`src/rtl/debug_defs.sv`:
```
// Shared definitions for the debug register-file transmit path: FSM encoding,
// frame geometry and the byte selector used to serialize one captured event.
package debug_defs;

    typedef enum logic [1:0] {
        S_IDLE  = 2'd0,
        S_START = 2'd1,
        S_DATA  = 2'd2,
        S_STOP  = 2'd3
    } tx_state_e;

    localparam int DBG_FRAME_BYTES = 5;
    localparam int DBG_ENTRY_W     = 37;
    localparam int UART_DATA_BITS  = 8;

    // Entry layout is {addr[4:0], data[31:0]}; byte 0 carries the address, then data MSB first.
    function automatic logic [7:0] frame_byte(input logic [DBG_ENTRY_W-1:0] entry,
                                              input logic [2:0]             idx);
        logic [7:0] b;
        case (idx)
            3'd0:    b = {3'b000, entry[36:32]};
            3'd1:    b = entry[31:24];
            3'd2:    b = entry[23:16];
            3'd3:    b = entry[15:8];
            3'd4:    b = entry[7:0];
            default: b = 8'h00;
        endcase
        return b;
    endfunction

endpackage

```
`src/rtl/debug_trace_fifo.sv`:
```
// Synchronous FIFO for captured write events; flush_n low empties it on the next edge.
module debug_trace_fifo #(
    parameter int WIDTH = 37,
    parameter int DEPTH = 8
) (
    input  logic                           clk,
    input  logic                           flush_n,
    input  logic                           push,
    input  logic [WIDTH-1:0]               push_data,
    input  logic                           pop,
    output logic [WIDTH-1:0]               pop_data,
    output logic                           full,
    output logic                           empty,
    output logic [$clog2(DEPTH+1)-1:0]     level
);

    localparam int AW = $clog2(DEPTH);
    localparam int LW = $clog2(DEPTH+1);

    logic [WIDTH-1:0] mem_q [DEPTH];
    logic [AW:0]      wr_ptr_q, wr_ptr_d;
    logic [AW:0]      rd_ptr_q, rd_ptr_d;
    logic             push_en, pop_en;

    // Extra pointer bit distinguishes full from empty when the indices match.
    assign level    = LW'(wr_ptr_q - rd_ptr_q);
    assign full     = (level == LW'(DEPTH));
    assign empty    = (level == '0);
    assign push_en  = push && !full;
    assign pop_en   = pop && !empty;
    assign pop_data = mem_q[rd_ptr_q[AW-1:0]];

    always_comb begin
        wr_ptr_d = wr_ptr_q;
        rd_ptr_d = rd_ptr_q;
        if (push_en) wr_ptr_d = wr_ptr_q + 1'b1;
        if (pop_en)  rd_ptr_d = rd_ptr_q + 1'b1;
    end

    always_ff @(posedge clk) begin
        if (!flush_n) begin
            wr_ptr_q <= '0;
            rd_ptr_q <= '0;
        end else begin
            wr_ptr_q <= wr_ptr_d;
            rd_ptr_q <= rd_ptr_d;
        end
    end

    always_ff @(posedge clk) begin
        if (flush_n && push_en) mem_q[wr_ptr_q[AW-1:0]] <= push_data;
    end

endmodule

```
`src/rtl/debug_regfile_tx.sv`:
```
// Captures CPU register-file write events and sends each as a 5-byte UART 8N1 frame
// ({3'b0,addr}, then data MSB byte first), buffered through a small event FIFO.
module debug_regfile_tx
    import debug_defs::*;
#(
    parameter int CLKS_PER_BIT = 16,
    parameter int FIFO_DEPTH   = 8
) (
    input  logic                              clk,
    input  logic                              reset,
    input  logic                              debug_regfile_we,
    input  logic [4:0]                        debug_regfile_addr,
    input  logic [31:0]                       debug_regfile_data,
    input  logic                              clear_overflow,
    output logic                              uart_tx,
    output logic                              busy,
    output logic                              overflow,
    output logic [$clog2(FIFO_DEPTH+1)-1:0]   fifo_level
);

    localparam int LW = $clog2(FIFO_DEPTH+1);
    localparam int CW = $clog2(CLKS_PER_BIT);

    tx_state_e              state_q, state_d;
    logic [CW-1:0]          baud_q, baud_d;
    logic [2:0]             bit_q, bit_d;
    logic [2:0]             byte_q, byte_d;
    logic [DBG_ENTRY_W-1:0] hold_q, hold_d;
    logic                   tx_q, tx_d;
    logic                   busy_q, busy_d;
    logic                   overflow_q, overflow_d;

    logic                   capture, push, drop, pop, full, empty, last_baud;
    logic [DBG_ENTRY_W-1:0] rd_data;
    logic [7:0]             cur_byte;
    logic [LW-1:0]          level_next;

    // "full" is the pre-pop view, so a full FIFO drops even when the FSM pops this cycle.
    assign capture    = debug_regfile_we && (debug_regfile_addr != 5'd0);
    assign push       = capture && !full;
    assign drop       = capture && full;
    assign overflow_d = drop | (overflow_q & ~clear_overflow);
    assign level_next = fifo_level + LW'(push) - LW'(pop);
    assign busy_d     = (state_d != S_IDLE) || (level_next != '0);
    assign last_baud  = (baud_q == CW'(CLKS_PER_BIT-1));
    assign cur_byte   = frame_byte(hold_q, byte_q);

    debug_trace_fifo #(
        .WIDTH (DBG_ENTRY_W),
        .DEPTH (FIFO_DEPTH)
    ) u_fifo (
        .clk       (clk),
        .flush_n   (reset),
        .push      (push),
        .push_data ({debug_regfile_addr, debug_regfile_data}),
        .pop       (pop),
        .pop_data  (rd_data),
        .full      (full),
        .empty     (empty),
        .level     (fifo_level)
    );

    // tx_d is the line level for the cycle after the edge, so uart_tx comes straight from a flop.
    always_comb begin
        state_d = state_q;
        baud_d  = baud_q;
        bit_d   = bit_q;
        byte_d  = byte_q;
        hold_d  = hold_q;
        tx_d    = tx_q;
        pop     = 1'b0;
        if (state_q != S_IDLE) baud_d = last_baud ? '0 : baud_q + 1'b1;
        case (state_q)
            S_IDLE: begin
                if (!empty) begin
                    pop     = 1'b1;
                    hold_d  = rd_data;
                    byte_d  = '0;
                    baud_d  = '0;
                    state_d = S_START;
                    tx_d    = 1'b0;
                end
            end
            S_START: begin
                if (last_baud) begin
                    bit_d   = '0;
                    state_d = S_DATA;
                    tx_d    = cur_byte[0];
                end
            end
            S_DATA: begin
                if (last_baud) begin
                    if (bit_q == 3'(UART_DATA_BITS-1)) begin
                        state_d = S_STOP;
                        tx_d    = 1'b1;
                    end else begin
                        bit_d = bit_q + 3'd1;
                        tx_d  = cur_byte[bit_q + 3'd1];
                    end
                end
            end
            S_STOP: begin
                if (last_baud) begin
                    if (byte_q != 3'(DBG_FRAME_BYTES-1)) begin
                        byte_d  = byte_q + 3'd1;
                        state_d = S_START;
                        tx_d    = 1'b0;
                    end else if (!empty) begin
                        // Chain straight into the next frame so there is no idle gap.
                        pop     = 1'b1;
                        hold_d  = rd_data;
                        byte_d  = '0;
                        state_d = S_START;
                        tx_d    = 1'b0;
                    end else begin
                        state_d = S_IDLE;
                        tx_d    = 1'b1;
                    end
                end
            end
            default: state_d = S_IDLE;
        endcase
    end

    always_ff @(posedge clk) begin
        if (!reset) begin
            state_q    <= S_IDLE;
            baud_q     <= '0;
            bit_q      <= '0;
            byte_q     <= '0;
            hold_q     <= '0;
            tx_q       <= 1'b1;
            busy_q     <= 1'b0;
            overflow_q <= 1'b0;
        end else begin
            state_q    <= state_d;
            baud_q     <= baud_d;
            bit_q      <= bit_d;
            byte_q     <= byte_d;
            hold_q     <= hold_d;
            tx_q       <= tx_d;
            busy_q     <= busy_d;
            overflow_q <= overflow_d;
        end
    end

    assign uart_tx  = tx_q;
    assign busy     = busy_q;
    assign overflow = overflow_q;

endmodule

```
`config.mk`:
```
export PLATFORM = sky130hd
export DESIGN_NAME = debug_regfile_tx
export DESIGN_NICKNAME = d
export VERILOG_FILES = /design/src/rtl/debug_defs.sv /design/src/rtl/debug_trace_fifo.sv /design/src/rtl/debug_regfile_tx.sv
export SDC_FILE = /design/constraint.sdc
export NUM_CORES = 1
export LEC_CHECK = 0
export ABC_AREA = 0
export ABC_CLOCK_PERIOD_IN_PS = 5900
export CAP_MARGIN = 20
export CORE_UTILIZATION = 48
export CTS_CLUSTER_SIZE = 16
export DETAILED_ROUTE_END_ITERATION = 16
export GPL_TIMING_DRIVEN = 0
export PLACE_DENSITY = 0.77
export SYNTH_ARGS = -nofsm -noshare
export SYNTH_HDL_FRONTEND = slang
export SYNTH_SLANG_ARGS = --single-unit
export TNS_END_PERCENT = 50
```
`constraint.sdc`:
```
create_clock -name clk -period 5.9 [get_ports clk]
set_input_delay 1.18 -clock clk [delete_from_list [all_inputs] [get_ports clk]]
set_output_delay 1.18 -clock clk [all_outputs]
set_load 0.005 [all_outputs]
```
== Word level (Yosys, flattened, before mapping) ==
Memory sizes are Yosys's and may differ from the RTL's. A register that Yosys moved wholly into a read port is not among the register bits.
Index checks and enable logic that the tools add are counted.

* $add $sub $neg: 8
* Magnitude comparators: 1
* Equal/unequal tests: 17
* Muxes and demuxes: 43
* Bitwise logic cells: 3
* Reductions and logical operators: 22

{| class="wikitable"
|+ Operators with widths
! operator !! count
|-
| 37-bit two-way mux || 3
|-
| 37-bit one-hot mux with 2 select lines || 1
|-
| 8-bit one-hot mux with 5 select lines || 1
|-
| 3-bit two-way mux || 8
|-
| 4-bit two-way mux || 4
|-
| 1-bit two-way mux || 15
|-
| 4-bit by 1-bit adder with 4-bit output, second input constant || 3
|-
| 2-bit inequality test, second input constant || 6
|-
| 3-bit one-hot mux with 2 select lines || 2
|-
| 2-bit two-way mux || 5
|-
| 4-bit == test, second input constant || 2
|-
| 2-bit one-hot mux with 4 select lines || 1
|-
| 4-bit AND reduction || 2
|-
| 2-bit nonzero test || 4
|-
| 3-bit by 1-bit adder with 3-bit output, second input constant || 2
|-
| 3-bit by 2-bit == test with 1-bit output, second input constant || 2
|-
| 3-bit == test, second input constant || 2
|-
| 1-bit logical AND || 6
|-
| 5-bit nonzero test || 1
|-
| 4-bit by 1-bit adder with 4-bit output || 1
|-
| 2-bit == test, second input constant || 2
|-
| 4-bit zero test || 1
|-
| 3-bit by 4-bit less-than comparator with 1-bit output, second input constant || 1
|-
| 1-bit one-hot mux with 4 select lines || 1
|-
| other kinds (17) || 18
|}

* Register bits: 60
* Memory bits (writable): 296
* Bits of input ports: 41
* Output and inout bits: 7
* Word-level logic and storage cells: 105
* Memories: 1

{| class="wikitable"
|+ Memory list
! memory !! words !! bits a word !! rd ports !! clocked after Yosys merged registers in !! wr ports !! RTL line !! text
|-
| u_fifo.mem_q || 8 || 37 || 1 || 1 || 1 || debug_trace_fifo.sv:20 || <nowiki>logic [WIDTH-1:0] mem_q [DEPTH];</nowiki>
|}

== Depth between registers and ports, before layout ==
Gate-level depths: netlist (run 1).

* Word-level depth: 9
* Depth in mapped cells: 20
* Depth with buffers taken out: 20

== Cells and area by module ==
A second synthesis (run 1) with hierarchy kept.

* Cell total of the unflattened synthesis: 843
* Area, all modules: 14446.4 um^2

{| class="wikitable"
|+ Modules (own cells, without submodules)
! module !! instances !! cells an instance !! area an instance (um^2) !! seq. area each (um^2)
|-
| debug_trace_fifo || 1 || 510 || 11790.1 || 9108.7
|-
| debug_regfile_tx || 1 || 333 || 2656.3 || 1041.0
|}

== Worst setup path after synthesis (run 1) ==
No wires, ideal clock.

* Kind: register -> register
* Start: register u_fifo.wr_ptr_q[1]
* End: memory u_fifo.mem_q[5][0], enable pin
* Setup time: 485 ps
* Arrival: 5078 ps
* Required time: 5415 ps
* Path slack: 337 ps
* Stages on the path, launching flop included: 10
* Buffers on the path: 1
* Clock period less this slack: 5563 ps
* Path through: dfxtp_1 -> clkbuf_1 -> inv_1 -> fa_1 -> xor2_1 -> ha_1 -> and3_1 -> a211oi_2 -> nand3_1 -> nor3b_1

* Longest elaborated chain between the ends: 8

{| class="wikitable"
|+ Ends and longest elaborated chain
! element !! RTL line !! text
|-
| from (decl) || debug_trace_fifo.sv:21 || <nowiki>logic [AW:0] wr_ptr_q, wr_ptr_d;</nowiki>
|-
| from (signal assigned) || debug_trace_fifo.sv:45 || <nowiki>wr_ptr_q <= wr_ptr_d;</nowiki>
|-
| 4-bit subtractor || debug_trace_fifo.sv:26 || <nowiki>assign level = LW'(wr_ptr_q - rd_ptr_q);</nowiki>
|-
| 4-bit == test || debug_trace_fifo.sv:27 || <nowiki>assign full = (level == LW'(DEPTH));</nowiki>
|-
| 1-bit zero test || debug_trace_fifo.sv:29, debug_regfile_tx.sv:40 ||
|-
| 1-bit logical AND || debug_regfile_tx.sv:40 || <nowiki>assign push = capture && !full;</nowiki>
|-
| 1-bit logical AND || debug_trace_fifo.sv:29 || <nowiki>assign push_en = push && !full;</nowiki>
|-
| 1-bit logical AND || debug_trace_fifo.sv:51 || <nowiki>if (flush_n && push_en) mem_q[wr_ptr_q[AW-1:0]] <= push_data;</nowiki>
|-
| 1-bit two-way mux || debug_trace_fifo.sv:51 ||
|-
| 1-bit two-way mux (not written as such) || debug_trace_fifo.sv:51 ||
|-
| to (decl) || debug_trace_fifo.sv:20 ||
|}

Parallel ways exist; a longest one is shown, timed or not.

== Worst setup path in the final report (run 1) ==
* Start: register u_fifo.wr_ptr_q[1]
* End: memory u_fifo.mem_q[0][13], enable pin

The elaborated chain is that of the path after synthesis.

==> results.tsv, run 1 <==
metric	value	unit
CP startpoint kind	flip-flop	
flops & latches, synth	359	
power per cell area	437	nW/um^2
GP Congestion	0.862	
Tcrit/Tclk final	75.8	%
# IOs	48	
antenna diode count	0	
pin count of the biggest net entering global routing	22	
Port Buffers	46	
via density per instance	5.73	
ys async rst share	0	%
synthesized netlist cell count	807	
Slew headroom	40.3	%
fillcell total	2283	
largest area contributor in the synthesized netlist	edfxtp_1	
WP data required	6.13	ns
max cap viols	0	
leakage power total	0.00585	uW
Mapped Avg Cell Area	17.9	sq um
Post-synth EDFFs	296	
Routed Antenna Nets	0	
setup repair after global routing missed its margin	no	
worst stage delay on the critical path	0.64	ns
total wire length	29600	um
Die Width	175	um
number of buffers created by CTS	36	
FMAX	224	MHz
vias in the first global route	7820	
Seq/Total Area, Yosys	70.3	%
peak supply drop	211	uV
synth top area cells	edfxtp_1, mux4_2, dfxtp_1	
CTS tree	done	
Worst-path clk slew	0.06	ns
Layout Nets	984	
Setup crit end kind	flip-flop	
Worst Skew	0.0116	ns
final core occ	57.0	%
deepest clock path buffer count	3	
register area	10100	sq um
Clock Root Buffer	clkbuf_16	
initial antenna violation count	1	
crit path DAT	4.70	ns
Main synth FF type	edfxtp_1	
Synth top area share	61.5	%
CP cell instances	clkbuf_1 > inv_1 > fa_1 > xor2_1 > ha_1 > and3_1 > a211oi_2 > nand3_1 > nor3_2 > buf_6 > buf_4 > buf_8	
Tightest Pin Transition	0.896	ns
via count	7649	
commonest cells after routing, fill and taps aside	edfxtp_1, mux4_2, dfxtp_1	
total nets after synthesis	873	
commonest non-fill, non-tap cell in the layout	edfxtp_1	
Area Overhead vs Synth	16.9	%
drt wl/cell	22.2	um
Post-Syn Area	14400	sq um
Post-DP HPWL	19800	um
hold_buf cts	0	
post-route cell area	16900	sq um
final setup violation count	0	
total grt overflow	0	
clk_lat worst skew	0.52	ns
die area	30800	sq um
row count	63	
Synth Warn #	0	
status	completed	
Yosys cell types	56	
first-pass GRT wire length	45900	um
CP bufs+invs	5	
Multi-input gate area	4010	sq um
crit-path max FO	10	
DR pass1 iterations	8	
Initial Utilization	48.7	%
DIE HEIGHT	175	um
delay-heaviest family, CP	buffers and inverters	
Worst Setup Path Type	reg2reg	
hold crit path type	reg2reg	
Post-CTS Setup Inserts	0	
Total GRT Usage	20.0	%
fin. max-slew vios	0	
1st-iter DRT viols	718	
area of the core	29600	sq um
post-cts resize count	0	
final hold violations	0	
share of cells above drive strength 1	20.8	%
clock sink count	359	
DRC	0	
Post-DP Area	15800	sq um
post-layout minimum cycle time	4.47	ns
CP max-delay cell	nor3_2	
H-tree levels	2	
## power breakdown
group,internal [uW],switching [uW]
Combinational,930,1180
Clock,1240,913
Sequential,3000,119
## cell usage after synthesis (9+ instances only)
master,instances
a22oi_1,9
and2_1,9
buf_2,18
clkbuf_1,19
dfxtp_1,63
edfxtp_1,296
ha_1,23
inv_1,23
mux2i_1,39
mux4_2,74
nand2_1,50
nand3_1,12
nor2_1,15
nor2b_1,9
o211a_1,37
o21ai_0,14
## stage by stage
stage | hold slack [ns] | instances | total power, uW | setup TNS [ns] | worst slack [ns]
2_1_floorplan | 0.464 | 807 | 4620 | 0 | 0.337
3_3_place_gp | 0.481 | 1243 | 5180 | -658.63 | -2.90
3_5_place_dp | 0.487 | 1270 | 5260 | 0 | 1.18
4_1_cts | 0.501 | 1335 | 7430 | 0 | 1.37
5_1_grt | 0.513 | 1335 | 7740 | 0 | 1.10
6_report | 0.505 | 1335 | 7380 | 0 | 1.43
## sequential cells by signal, summed over array words and instances, names as in the netlist, named ones only
register / count
u_fifo.mem_q: 296
hold_q: 37
baud_q: 4
u_fifo.rd_ptr_q: 4
u_fifo.wr_ptr_q: 4
bit_q: 3
byte_q: 3
state_q: 2
busy: 1
overflow: 1
uart_tx: 1
## layer usage
layer,wire [um],global-route usage (%),vias to the layer above
li1,-,-,3441
met4,564,5.62,2
met5,11,0,-
met1,13000,27.7,3941
met2,14400,32.5,224
met3,1670,3.64,41
## cell type report
cell class	count	area share, %
Clock buffer	51	5.99
Buffer	49	1.49
Multi-Input combinational cell	376	23.7
Sequential cell	359	60.1
Timing Repair Buffer	73	4.70
Inverter	23	0.511
Tap cell	390	2.89
Clock inverter	14	0.600
## kinds of logic after synthesis
| logic type | synth area share (%) |
|---|---|
| multiplexers | 14.3 |
| adder cells (fa/ha/maj) | 2.27 |
| buffers and inverters | 2.34 |
| AO/OA/AOI/OAI | 5.85 |
| AND/OR/NAND/NOR | 4.18 |
| flip-flops | 70.3 |
| XOR/XNOR | 0.788 |
## worst paths after layout
check / startpoint / end / slack [ns] / cells past startpoint
worst max-delay path: u_fifo.wr_ptr_q[1] / u_fifo.mem_q[0][13] / 1.43 / 12
worst min-delay path: hold_q[20] / hold_q[20] / 0.50 / 1
worst max register to register: u_fifo.wr_ptr_q[1] / u_fifo.mem_q[0][13] / 1.43 / 12
worst min register to register: hold_q[20] / hold_q[20] / 0.50 / 1
Power figures use the tool's default switching activity.
==> inputs of run 2 (changes only) <==
ABC_CLOCK_PERIOD_IN_PS = 4100   (was 5900)
clock period = 4.1 ns   (was 5.9 ns; I/O delays follow)
==> results.tsv, run 2 (synthesis gave the netlist of run 1 again) <==
metric	value	unit	change
status	completed		unchanged
setup ws final	0.228	ns	was 1.43 ns
# IOs	48		unchanged
vias in the first global route	8076		was 7820
worst stage delay on the critical path	0.47	ns	was 0.64 ns
hold_buf cts	0		unchanged
hold crit path type	reg2reg		unchanged
Total GRT Usage	20.1	%	was 20.0%
leakage power total	0.00602	uW	was 0.00585 uW
CTS tree	done		unchanged
GR peak layer	met2		unchanged
CP cell instances	buf_4 > inv_1 > fa_1 > xor2_2 > ha_1 > and3_1 > clkbuf_2 > nor3_4 > ha_1 > inv_1 > ha_1 > inv_1 > fa_1 > xor2_1 > nand3b_1 > o21ai_0 > o211ai_1		was clkbuf_1 > inv_1 > fa_1 > xor2_1 > ha_1 > and3_1 > a211oi_2 > nand3_1 > nor3_2 > buf_6 > buf_4 > buf_8
max cap viols	0		unchanged
GP Congestion	0.885		was 0.862
power per cell area	636	nW/um^2	was 437 nW/um^2
Tcrit/Tclk final	94.4	%	was 75.8%
Area Overhead vs Synth	20.0	%	was 16.9%
peak supply drop	332	uV	was 211 uV
Port Buffers	46		unchanged
total grt overflow	0		unchanged
via count	7809		was 7649
area of the core	29600	sq um	unchanged
CP max-delay cell	fa_1		was nor3_2
clk_lat worst skew	0.52	ns	about the same
crit path launch	u_fifo.wr_ptr_q[1]		unchanged
DR pass1 iterations	5		was 8
commonest cells after routing, fill and taps aside	edfxtp_1, mux4_2, dfxtp_1		unchanged
Largest register FFs	296		unchanged
Worst Setup Path Type	reg2reg		unchanged
pin count of the biggest net entering global routing	22		unchanged
first-pass GRT wire length	46400	um	was 45900 um
Worst-path clk slew	0.06	ns	about the same
Tightest Pin Transition	0.941	ns	was 0.896 ns
Post-Place Worst Slack	-0.639	ns	was 1.18 ns
CP startpoint kind	flip-flop		unchanged
total wire length	29800	um	was 29600 um
via density per instance	5.80		was 5.73
Setup crit end kind	flip-flop		unchanged
row count	63		unchanged
CP bufs+invs	5		unchanged
reg2reg start	u_fifo.wr_ptr_q[1]		unchanged
DIE HEIGHT	175	um	unchanged
Post-DP HPWL	19100	um	was 19800 um
1st-iter DRT viols	624		was 718
Routed Antenna Nets	0		unchanged
Layout Nets	993		was 984
FMAX	258	MHz	was 224 MHz
share of cells above drive strength 1	22.2	%	was 20.8%
grt met1 use	28.1	%	was 27.7%
WP data required	4.49	ns	was 6.13 ns
drt wl/cell	22.1	um	was 22.2 um
clock sink count	359		unchanged
number of buffers created by CTS	38		was 36
final hold violations	0		unchanged
total power draw	11000	uW	was 7380 uW
final core occ	58.5	%	was 57.0%
post-layout minimum cycle time	3.87	ns	was 4.47 ns
Die Width	175	um	unchanged
antenna diode count	0		unchanged
Worst Skew	0.0133	ns	was 0.0116 ns
M3 GR Usage	3.55	%	was 3.64%
die area	30800	sq um	unchanged
deepest clock path buffer count	3		unchanged
crit-path max FO	9		was 10
H-tree levels	2		unchanged
DRC	0		unchanged
Initial Utilization	48.7	%	unchanged
fin. max-slew vios	0		unchanged
setup repair after global routing missed its margin	no		unchanged
hold_sp	hold_q[1]		was hold_q[20]
commonest non-fill, non-tap cell in the layout	edfxtp_1		unchanged
crit path DAT	4.26	ns	was 4.70 ns
Slew headroom	37.3	%	was 40.3%
GR met2 Demand/Resource	32.1	%	was 32.5%
final setup violation count	0		unchanged
Clock Root Buffer	clkbuf_16		unchanged
initial antenna violation count	1		unchanged
delay-heaviest family, CP	adder cells		was buffers and inverters
-- run 2: metrics by stage --
stage / hold slack [ns] / TNS (ns) / instance area, sq um / cells
after floorplan: 0.464 / -77.12 / 14500 / 807
after global placement: 0.482 / -597.96 / 15400 / 1243
after detailed placement: 0.490 / -109.67 / 15900 / 1259
after CTS: 0.505 / 0 / 17300 / 1344
after global routing: 0.517 / 0 / 17300 / 1347
final: 0.503 / 0 / 17300 / 1347
-- run 2: worst paths after layout --
path,endpoint,cells after the start,slack (ns)
max,busy,17,0.23
min,hold_q[1],1,0.50
max reg2reg,busy,17,0.23
min reg2reg,hold_q[1],1,0.50
-- run 2: per-layer routing --
layer  vias up  wire (um)
li1       3461          -
met1      4005      13000
met2       273      14100
met3        68       1900
met4         2        790
met5         -         13
-- run 2: area by class of cell --
cell class	instances	area (sq um)
tap	390	488
multi-input combinational	376	4060
fill	2204	12300
clock buffer	52	1070
timing repair buffer	80	1060
buffer	49	256
inverter	23	86.3
sequential	359	10100
clock inverter	18	155
-- run 2: power breakdown --
part           internal [uW]  switching, uW
Clock                   1970           1370
Sequential              4310            166
Combinational           1450           1760
-- run 2: repair_timing --
item                                   in CTS  in global routing
gates resized for setup                     3                  5
pin swaps                                   6                  2
endpoints found under the hold margin       0                  0
setup endpoints to repair                 297                  1
setup buffers                              15                  3
